==> src/rtl/mario_pkg.sv <==
// Shared constants, animation state encoding and helpers for the Mario sprite fetch stage.
package mario_pkg;

  localparam int          SPRITE_W        = 21;
  localparam int          SPRITE_H        = 21;
  localparam int          SPRITE_PIX      = SPRITE_W * SPRITE_H;
  localparam logic [23:0] TRANSPARENT_KEY = 24'h800080;

  typedef enum logic [2:0] {
    STAND = 3'd0,
    WALK1 = 3'd1,
    WALK2 = 3'd2,
    WALK3 = 3'd3,
    WALK4 = 3'd4,
    JUMP  = 3'd5
  } anim_state_t;

  // Walk cycle successor; WALK4 loops back to WALK1.
  function automatic anim_state_t next_walk(input anim_state_t s);
    anim_state_t n;
    case (s)
      WALK1:   n = WALK2;
      WALK2:   n = WALK3;
      WALK3:   n = WALK4;
      WALK4:   n = WALK1;
      default: n = WALK1;
    endcase
    return n;
  endfunction

endpackage

==> src/rtl/mario_anim_fsm.sv <==
// Frame-tick detection, per-frame input latching and the walk/stand/jump animation FSM.
module mario_anim_fsm
  import mario_pkg::*;
#(
  parameter int FRAMES_PER_STEP = 6
) (
  input  logic       Clk,
  input  logic       Reset_n,
  input  logic       vsync,
  input  logic [9:0] MarioX,
  input  logic [9:0] MarioY,
  input  logic       walking,
  input  logic       airborne,
  input  logic       facing_left,
  output logic [2:0] frame_sel,
  output logic [9:0] mario_x,
  output logic [9:0] mario_y,
  output logic       face_left
);

  localparam int             CNT_W    = (FRAMES_PER_STEP > 1) ? $clog2(FRAMES_PER_STEP) : 1;
  localparam logic [CNT_W-1:0] CNT_LAST = CNT_W'(FRAMES_PER_STEP - 1);

  logic              vsync_r;
  logic              tick_s;
  anim_state_t       state_r, state_s;
  logic [CNT_W-1:0]  cnt_r, cnt_s;
  logic [9:0]        mario_x_r, mario_y_r;
  logic              face_left_r;

  assign tick_s = vsync_r & ~vsync;

  // Vsync history, per-frame input latches, step counter and state register.
  always_ff @(posedge Clk or negedge Reset_n) begin
    if (!Reset_n) begin
      vsync_r     <= 1'b1;
      state_r     <= STAND;
      cnt_r       <= '0;
      mario_x_r   <= 10'd0;
      mario_y_r   <= 10'd0;
      face_left_r <= 1'b0;
    end else begin
      vsync_r <= vsync;
      state_r <= state_s;
      cnt_r   <= cnt_s;
      if (tick_s) begin
        mario_x_r   <= MarioX;
        mario_y_r   <= MarioY;
        face_left_r <= facing_left;
      end else begin
        mario_x_r   <= mario_x_r;
        mario_y_r   <= mario_y_r;
        face_left_r <= face_left_r;
      end
    end
  end

  // Next animation state; airborne outranks walking, and nothing moves between ticks.
  always_comb begin
    state_s = state_r;
    cnt_s   = cnt_r;
    if (tick_s) begin
      if (airborne) begin
        state_s = JUMP;
        cnt_s   = '0;
      end else if (!walking) begin
        state_s = STAND;
        cnt_s   = '0;
      end else begin
        case (state_r)
          STAND, JUMP: begin
            state_s = WALK1;
            cnt_s   = '0;
          end
          default: begin
            if (cnt_r == CNT_LAST) begin
              cnt_s   = '0;
              state_s = next_walk(state_r);
            end else begin
              cnt_s   = cnt_r + CNT_W'(1);
              state_s = state_r;
            end
          end
        endcase
      end
    end else begin
      state_s = state_r;
      cnt_s   = cnt_r;
    end
  end

  assign frame_sel = state_r;
  assign mario_x   = mario_x_r;
  assign mario_y   = mario_y_r;
  assign face_left = face_left_r;

endmodule

==> src/rtl/mario_sprite_fetch.sv <==
// Two-stage sprite address/colour pipeline between the VGA controller and the Mario ROMs.
// Define MARIO_SPRITE_SCALE2X_EN to render the sprite at 2x (42x42) from the same ROM data.
module mario_sprite_fetch #(
  parameter int SPRITE_W        = mario_pkg::SPRITE_W,
  parameter int SPRITE_H        = mario_pkg::SPRITE_H,
  parameter int FRAMES_PER_STEP = 6,
  parameter int ADDR_W          = 9
) (
  input  logic              Clk,
  input  logic              Reset_n,
  input  logic              vsync,
  input  logic [9:0]        DrawX,
  input  logic [9:0]        DrawY,
  input  logic              pix_valid,
  input  logic [9:0]        MarioX,
  input  logic [9:0]        MarioY,
  input  logic              walking,
  input  logic              airborne,
  input  logic              facing_left,
  output logic [ADDR_W-1:0] rom_addr,
  output logic [2:0]        frame_sel,
  input  logic [23:0]       rom_color,
  output logic [23:0]       sprite_color,
  output logic              sprite_on,
  output logic              sprite_valid
);

  import mario_pkg::*;

`ifdef MARIO_SPRITE_SCALE2X_EN
  localparam int SCALE_SH = 1;
`else
  localparam int SCALE_SH = 0;
`endif

  localparam logic [9:0]        BOX_W  = 10'(SPRITE_W << SCALE_SH);
  localparam logic [9:0]        BOX_H  = 10'(SPRITE_H << SCALE_SH);
  localparam logic [ADDR_W-1:0] W_A    = ADDR_W'(SPRITE_W);
  localparam logic [ADDR_W-1:0] W_LAST = ADDR_W'(SPRITE_W - 1);

  logic [9:0]        mario_x_s, mario_y_s;
  logic              face_left_s;
  logic [10:0]       dx_s, dy_s;
  logic              in_box_s;
  logic [ADDR_W-1:0] cx_s, ry_s, col_s, addr_s;
  logic              in_box_q_r, pix_valid_q_r;

  mario_anim_fsm #(
    .FRAMES_PER_STEP (FRAMES_PER_STEP)
  ) u_anim (
    .Clk         (Clk),
    .Reset_n     (Reset_n),
    .vsync       (vsync),
    .MarioX      (MarioX),
    .MarioY      (MarioY),
    .walking     (walking),
    .airborne    (airborne),
    .facing_left (facing_left),
    .frame_sel   (frame_sel),
    .mario_x     (mario_x_s),
    .mario_y     (mario_y_s),
    .face_left   (face_left_s)
  );

  // 11-bit differences keep the sign, so pixels left of/above the box never wrap into it.
  assign dx_s     = {1'b0, DrawX} - {1'b0, mario_x_s};
  assign dy_s     = {1'b0, DrawY} - {1'b0, mario_y_s};
  assign in_box_s = pix_valid & ~dx_s[10] & ~dy_s[10] & (dx_s[9:0] < BOX_W) & (dy_s[9:0] < BOX_H);
  assign cx_s     = ADDR_W'(dx_s[9:0] >> SCALE_SH);
  assign ry_s     = ADDR_W'(dy_s[9:0] >> SCALE_SH);

  // Mirror the ROM column when facing left and form the row-major ROM address.
  always_comb begin
    col_s  = cx_s;
    addr_s = '0;
    if (face_left_s) begin
      col_s = W_LAST - cx_s;
    end else begin
      col_s = cx_s;
    end
    if (in_box_s) begin
      addr_s = ry_s * W_A + col_s;
    end else begin
      addr_s = '0;
    end
  end

  // Stage 1: ROM address plus the box and valid flags that travel alongside it.
  always_ff @(posedge Clk or negedge Reset_n) begin
    if (!Reset_n) begin
      rom_addr      <= '0;
      in_box_q_r    <= 1'b0;
      pix_valid_q_r <= 1'b0;
    end else begin
      rom_addr      <= addr_s;
      in_box_q_r    <= in_box_s;
      pix_valid_q_r <= pix_valid;
    end
  end

  // Stage 2: capture the ROM colour and drop the magenta key.
  always_ff @(posedge Clk or negedge Reset_n) begin
    if (!Reset_n) begin
      sprite_color <= 24'h000000;
      sprite_on    <= 1'b0;
      sprite_valid <= 1'b0;
    end else begin
      sprite_color <= rom_color;
      sprite_on    <= in_box_q_r & (rom_color != TRANSPARENT_KEY);
      sprite_valid <= pix_valid_q_r;
    end
  end

endmodule

==> config.mk <==
export PLATFORM = sky130hd
export DESIGN_NAME = mario_sprite_fetch
export DESIGN_NICKNAME = d
export VERILOG_FILES = /design/src/rtl/mario_pkg.sv /design/src/rtl/mario_anim_fsm.sv /design/src/rtl/mario_sprite_fetch.sv
export SDC_FILE = /design/constraint.sdc
export NUM_CORES = 1
export LEC_CHECK = 0
export BUFFER_PORTS_ARGS = -buffer_cell sky130_fd_sc_hd__buf_2
export CAP_MARGIN = 20
export CORE_ASPECT_RATIO = 0.5
export CORE_MARGIN = 5
export CORE_UTILIZATION = 45
export CTS_CLUSTER_DIAMETER = 30
export DETAILED_ROUTE_END_ITERATION = 8
export MAX_ROUTING_LAYER = met4
export PLACE_DENSITY = 0.79
export RECOVER_POWER = 25
export SLEW_MARGIN = 20
export SYNTH_ARGS = -nofsm -noshare
export SYNTH_HDL_FRONTEND = slang
export SYNTH_SLANG_ARGS = --single-unit
==> constraint.sdc <==
create_clock -name Clk -period 9.83 [get_ports Clk]
set_input_delay 2.949 -clock Clk [delete_from_list [all_inputs] [get_ports Clk]]
set_output_delay 2.949 -clock Clk [all_outputs]
set_load 0.01 [all_outputs]
==> results.sh <==
export IMPL_pwr_share_seq_pct=19.9
export IMPL_slew_headroom_pct=-131
export IMPL_avgSynthCellArea_um2=9.83
export IMPL_maxCapViolations=1
export IMPL_io_pins=109
export IMPL_fillers=779
export IMPL_cts_setup_buffers=0
export IMPL_syn_inst=410
export IMPL_power_share_switching_pct=38.5
export IMPL_synth_area_mm2=0.00403
export IMPL_clock_path_buffers=2
export IMPL_combPwrFrac_pct=55.8
export IMPL_syn_to_final_growth_pct=24.4
export IMPL_fmax_ghz=0.134
export IMPL_cts_tree="done"
export IMPL_ctsHoldBuffers=0
export IMPL_layout_drive_gt1_share_pct=22.4
export IMPL_ctsResizeCount=0
export IMPL_status="finished with violations"
export IMPL_synthTopCellsByCount="dfrtp_1 (64), inv_1 (58), ha_1 (44)"
export IMPL_ys_async_sr_fraction_pct=100
export IMPL_power_share_clock_pct=24.3
export IMPL_synth_main_ff_cell="dfrtp_1"
export IMPL_rsz0062_at_grt="no"
export IMPL_die_h_um=76.9
export IMPL_gp_congestion=0.824
export IMPL_track_usage_pct=17.3
export IMPL_post_route_min_period_ps=7470
export IMPL_grt_max_degree=66
export IMPL_worst_slew_pin_slew_ps=3470
export IMPL_num_rows=24
export IMPL_finClkSkew_ps=6.51
export IMPL_p_int_w=0.000928
export IMPL_grt_antenna_before_repair=0
export IMPL_diodes=0
export IMPL_drc=0
export IMPL_synth_enable_flop_cells=0
export IMPL_grt_pass1_wl_mm=15.1
export IMPL_regArea_mm2=0.00163
export IMPL_synth_top_area_cell="dfrtp_1"
export IMPL_cp_required_ps=10040
export IMPL_wl_mm=8.88
export IMPL_portBuffers=108
export IMPL_num_vias=3243
export IMPL_violations="capacitance limit, slew limit"
export IMPL_hold_violations=0
export IMPL_synth_cell_types=53
export IMPL_grt_overflow=0
export IMPL_drtIter0Drc=114
export IMPL_cts_root_buf="clkbuf_16"
export IMPL_hold_path_class="flop to flop"
export IMPL_first_pass_iters=4
export IMPL_cts_sinks=65
export IMPL_synth_top_area_share_pct=39.7
export IMPL_crit_arrival_ps=7690
export IMPL_dp_hpwl_mm=6.95
export IMPL_hold_ws_ps=388
export IMPL_routedWlPerCell_um=13.8
export IMPL_die_x_um=144
export IMPL_synth_nets=536
export IMPL_synth_most_common_cell="dfrtp_1"
export IMPL_min_period_over_period_pct=76.0
export IMPL_initial_core_util_pct=46.3
export IMPL_h_tree_depth=3
export IMPL_setup_viol=0
export IMPL_power_total_w=0.00151
export IMPL_clock_latency_ps=330
export IMPL_cts_buffers=9
export IMPL_synth_seq_area_share_pct=40.4
export IMPL_viasPerCell=5.04
export IMPL_path_max_fanout=4
export IMPL_power_switching_w=0.000580
export IMPL_drv_slew=66
export IMPL_path_clk_slew_ps=50
export IMPL_grt_pass1_vias=3295
export IMPL_placedCellCount=628
export IMPL_powerDensity_mw_per_mm2=301
export IMPL_ir_worst_vdd_v=0.000193
export IMPL_multi_input_area_mm2=0.00215
export IMPL_fin_cells=644
export IMPL_core_area_mm2=0.00871
export IMPL_drtAntennaViolNets=0
export IMPL_cp_start_kind="input pin"
export IMPL_total_leakage_power_nw=2.54
export IMPL_yosysWarnings=0
export IMPL_synthTopCellsByArea="dfrtp_1 (40%), ha_1 (14%), fa_1 (5.5%), inv_1 (5.4%), o21ai_0 (4.2%)"
export IMPL_synth_seq_cells=65
export IMPL_critPathKind="input pin to flop"
export IMPL_cp_end_kind="flop"
export IMPL_fin_tns_setup_ps=0
export IMPL_fin_nets=648
export IMPL_die_area_mm2=0.0111
## cell type report
cell class,count,share of cell area (%)
multi-input combinational,278,42.9
sequential,65,32.5
timing repair buffer,110,10.6
clock buffer,10,4.57
inverter,58,4.34
tap,117,2.92
clock inverter,6,2.27
## metal layers
metal  vias up  routed length, um  global-route usage [%]
li1       1626                  -                       -
met1      1515               4120                    21.6
met2        86               4070                    27.5
met3        16                561                    4.85
met4         0                129                    5.26
met5         -                  0                       -
## final timing paths
check | start | endpoint | slack, ps | cells past startpoint
min | pix_valid_q_r$_DFF_PN0_ | sprite_valid$_DFF_PN0_ | 390 | 0
max | DrawX[0] | rom_addr[8]$_DFF_PN0_ | 2360 | 21
min reg2reg | pix_valid_q_r$_DFF_PN0_ | sprite_valid$_DFF_PN0_ | 390 | 0
max reg2reg | u_anim.mario_x[0]$_DFFE_PN0P_ | rom_addr[8]$_DFF_PN0_ | 4710 | 19
max in group asynchronous | Reset_n | sprite_on$_DFF_PN0_ | 3980 | 2
min in group asynchronous | Reset_n | u_anim.mario_x[4]$_DFFE_PN0P_ | 3890 | 2
## logic make-up after synthesis
| kind of cell | share of synthesized area [%] |
|---|---|
| simple gates | 13.5 |
| xor+xnor | 5.77 |
| buf+inv | 6.36 |
| fa+ha+maj | 19.1 |
| flops | 40.4 |
| compound gates | 13.5 |
| mux | 1.37 |
## worst max-delay path: stages
cell	delay, ps
buf_2	80
inv_1	30
ha_1	220
fa_1	410
nor2b_1	220
o21ai_0	100
a21boi_0	490
o211ai_1	240
xnor2_1	180
ha_1	280
inv_1	50
fa_1	460
fa_1	550
inv_1	50
ha_1	330
o21ai_0	120
nand2b_1	140
a31oi_1	260
xnor2_1	200
xnor2_1	110
nor4_1	250
## state kept, by name (all words and copies together) (netlist names)
register and count:
pix_valid_q_r 1, u_anim.vsync_r 1, u_anim.mario_y 10, in_box_q_r 1, rom_addr 9, u_anim.frame_sel 3
u_anim.mario_x 10, sprite_on 1, sprite_valid 1, u_anim.face_left 1, sprite_color 24, u_anim.cnt_r 3
## cells in the final DEF (no fill, tap or decap), types with 2 or more instances in the layout
| cell type | n |
|---|---|
| a211o_1 | 2 |
| a211oi_1 | 2 |
| a21boi_0 | 2 |
| a21o_1 | 6 |
| a21oi_1 | 15 |
| a31oi_1 | 5 |
| and3_1 | 10 |
| and4_1 | 2 |
| buf_2 | 91 |
| bufinv_16 | 3 |
| clkbuf_1 | 19 |
| clkbuf_16 | 9 |
| clkinvlp_4 | 2 |
| dfrtp_1 | 64 |
| fa_1 | 11 |
| ha_1 | 44 |
| inv_1 | 58 |
| mux2_2 | 4 |
| nand2_1 | 36 |
| nand2b_1 | 3 |
| nand3_1 | 7 |
| nand3b_1 | 2 |
| nand4_1 | 2 |
| nor2_1 | 16 |
| nor2b_1 | 8 |
| nor3_1 | 3 |
| nor4_1 | 5 |
| nor4b_1 | 2 |
| o2111ai_1 | 2 |
| o211ai_1 | 4 |
| o21a_1 | 5 |
| o21ai_0 | 34 |
| o31ai_1 | 2 |
| or4_1 | 2 |
| xnor2_1 | 12 |
| xor2_1 | 12 |
## power groups by stage
stage / Sequential (W) / Clock, W / Combinational, W
2_1_floorplan: 0.000305 / 0 / 0.000658
3_3_place_gp: 0.000303 / 0 / 0.000797
3_5_place_dp: 0.000304 / 0 / 0.000836
4_1_cts: 0.000300 / 0.000377 / 0.000843
5_1_grt: 0.000302 / 0.000391 / 0.000965
6_report: 0.000300 / 0.000367 / 0.000841
## stage by stage
stage | util (%) | setup WS [ps] | cell area [um2]
after floorplan | - | 2670 | 4030
after global placement | 53.9 | 2350 | 4700
after detailed placement | 53.9 | 2120 | 4700
after CTS | 57.9 | 2370 | 5040
after global routing | 57.6 | 2010 | 5010
final | 57.6 | 2360 | 5010
Note: power is estimated with default switching activity, not from simulation.
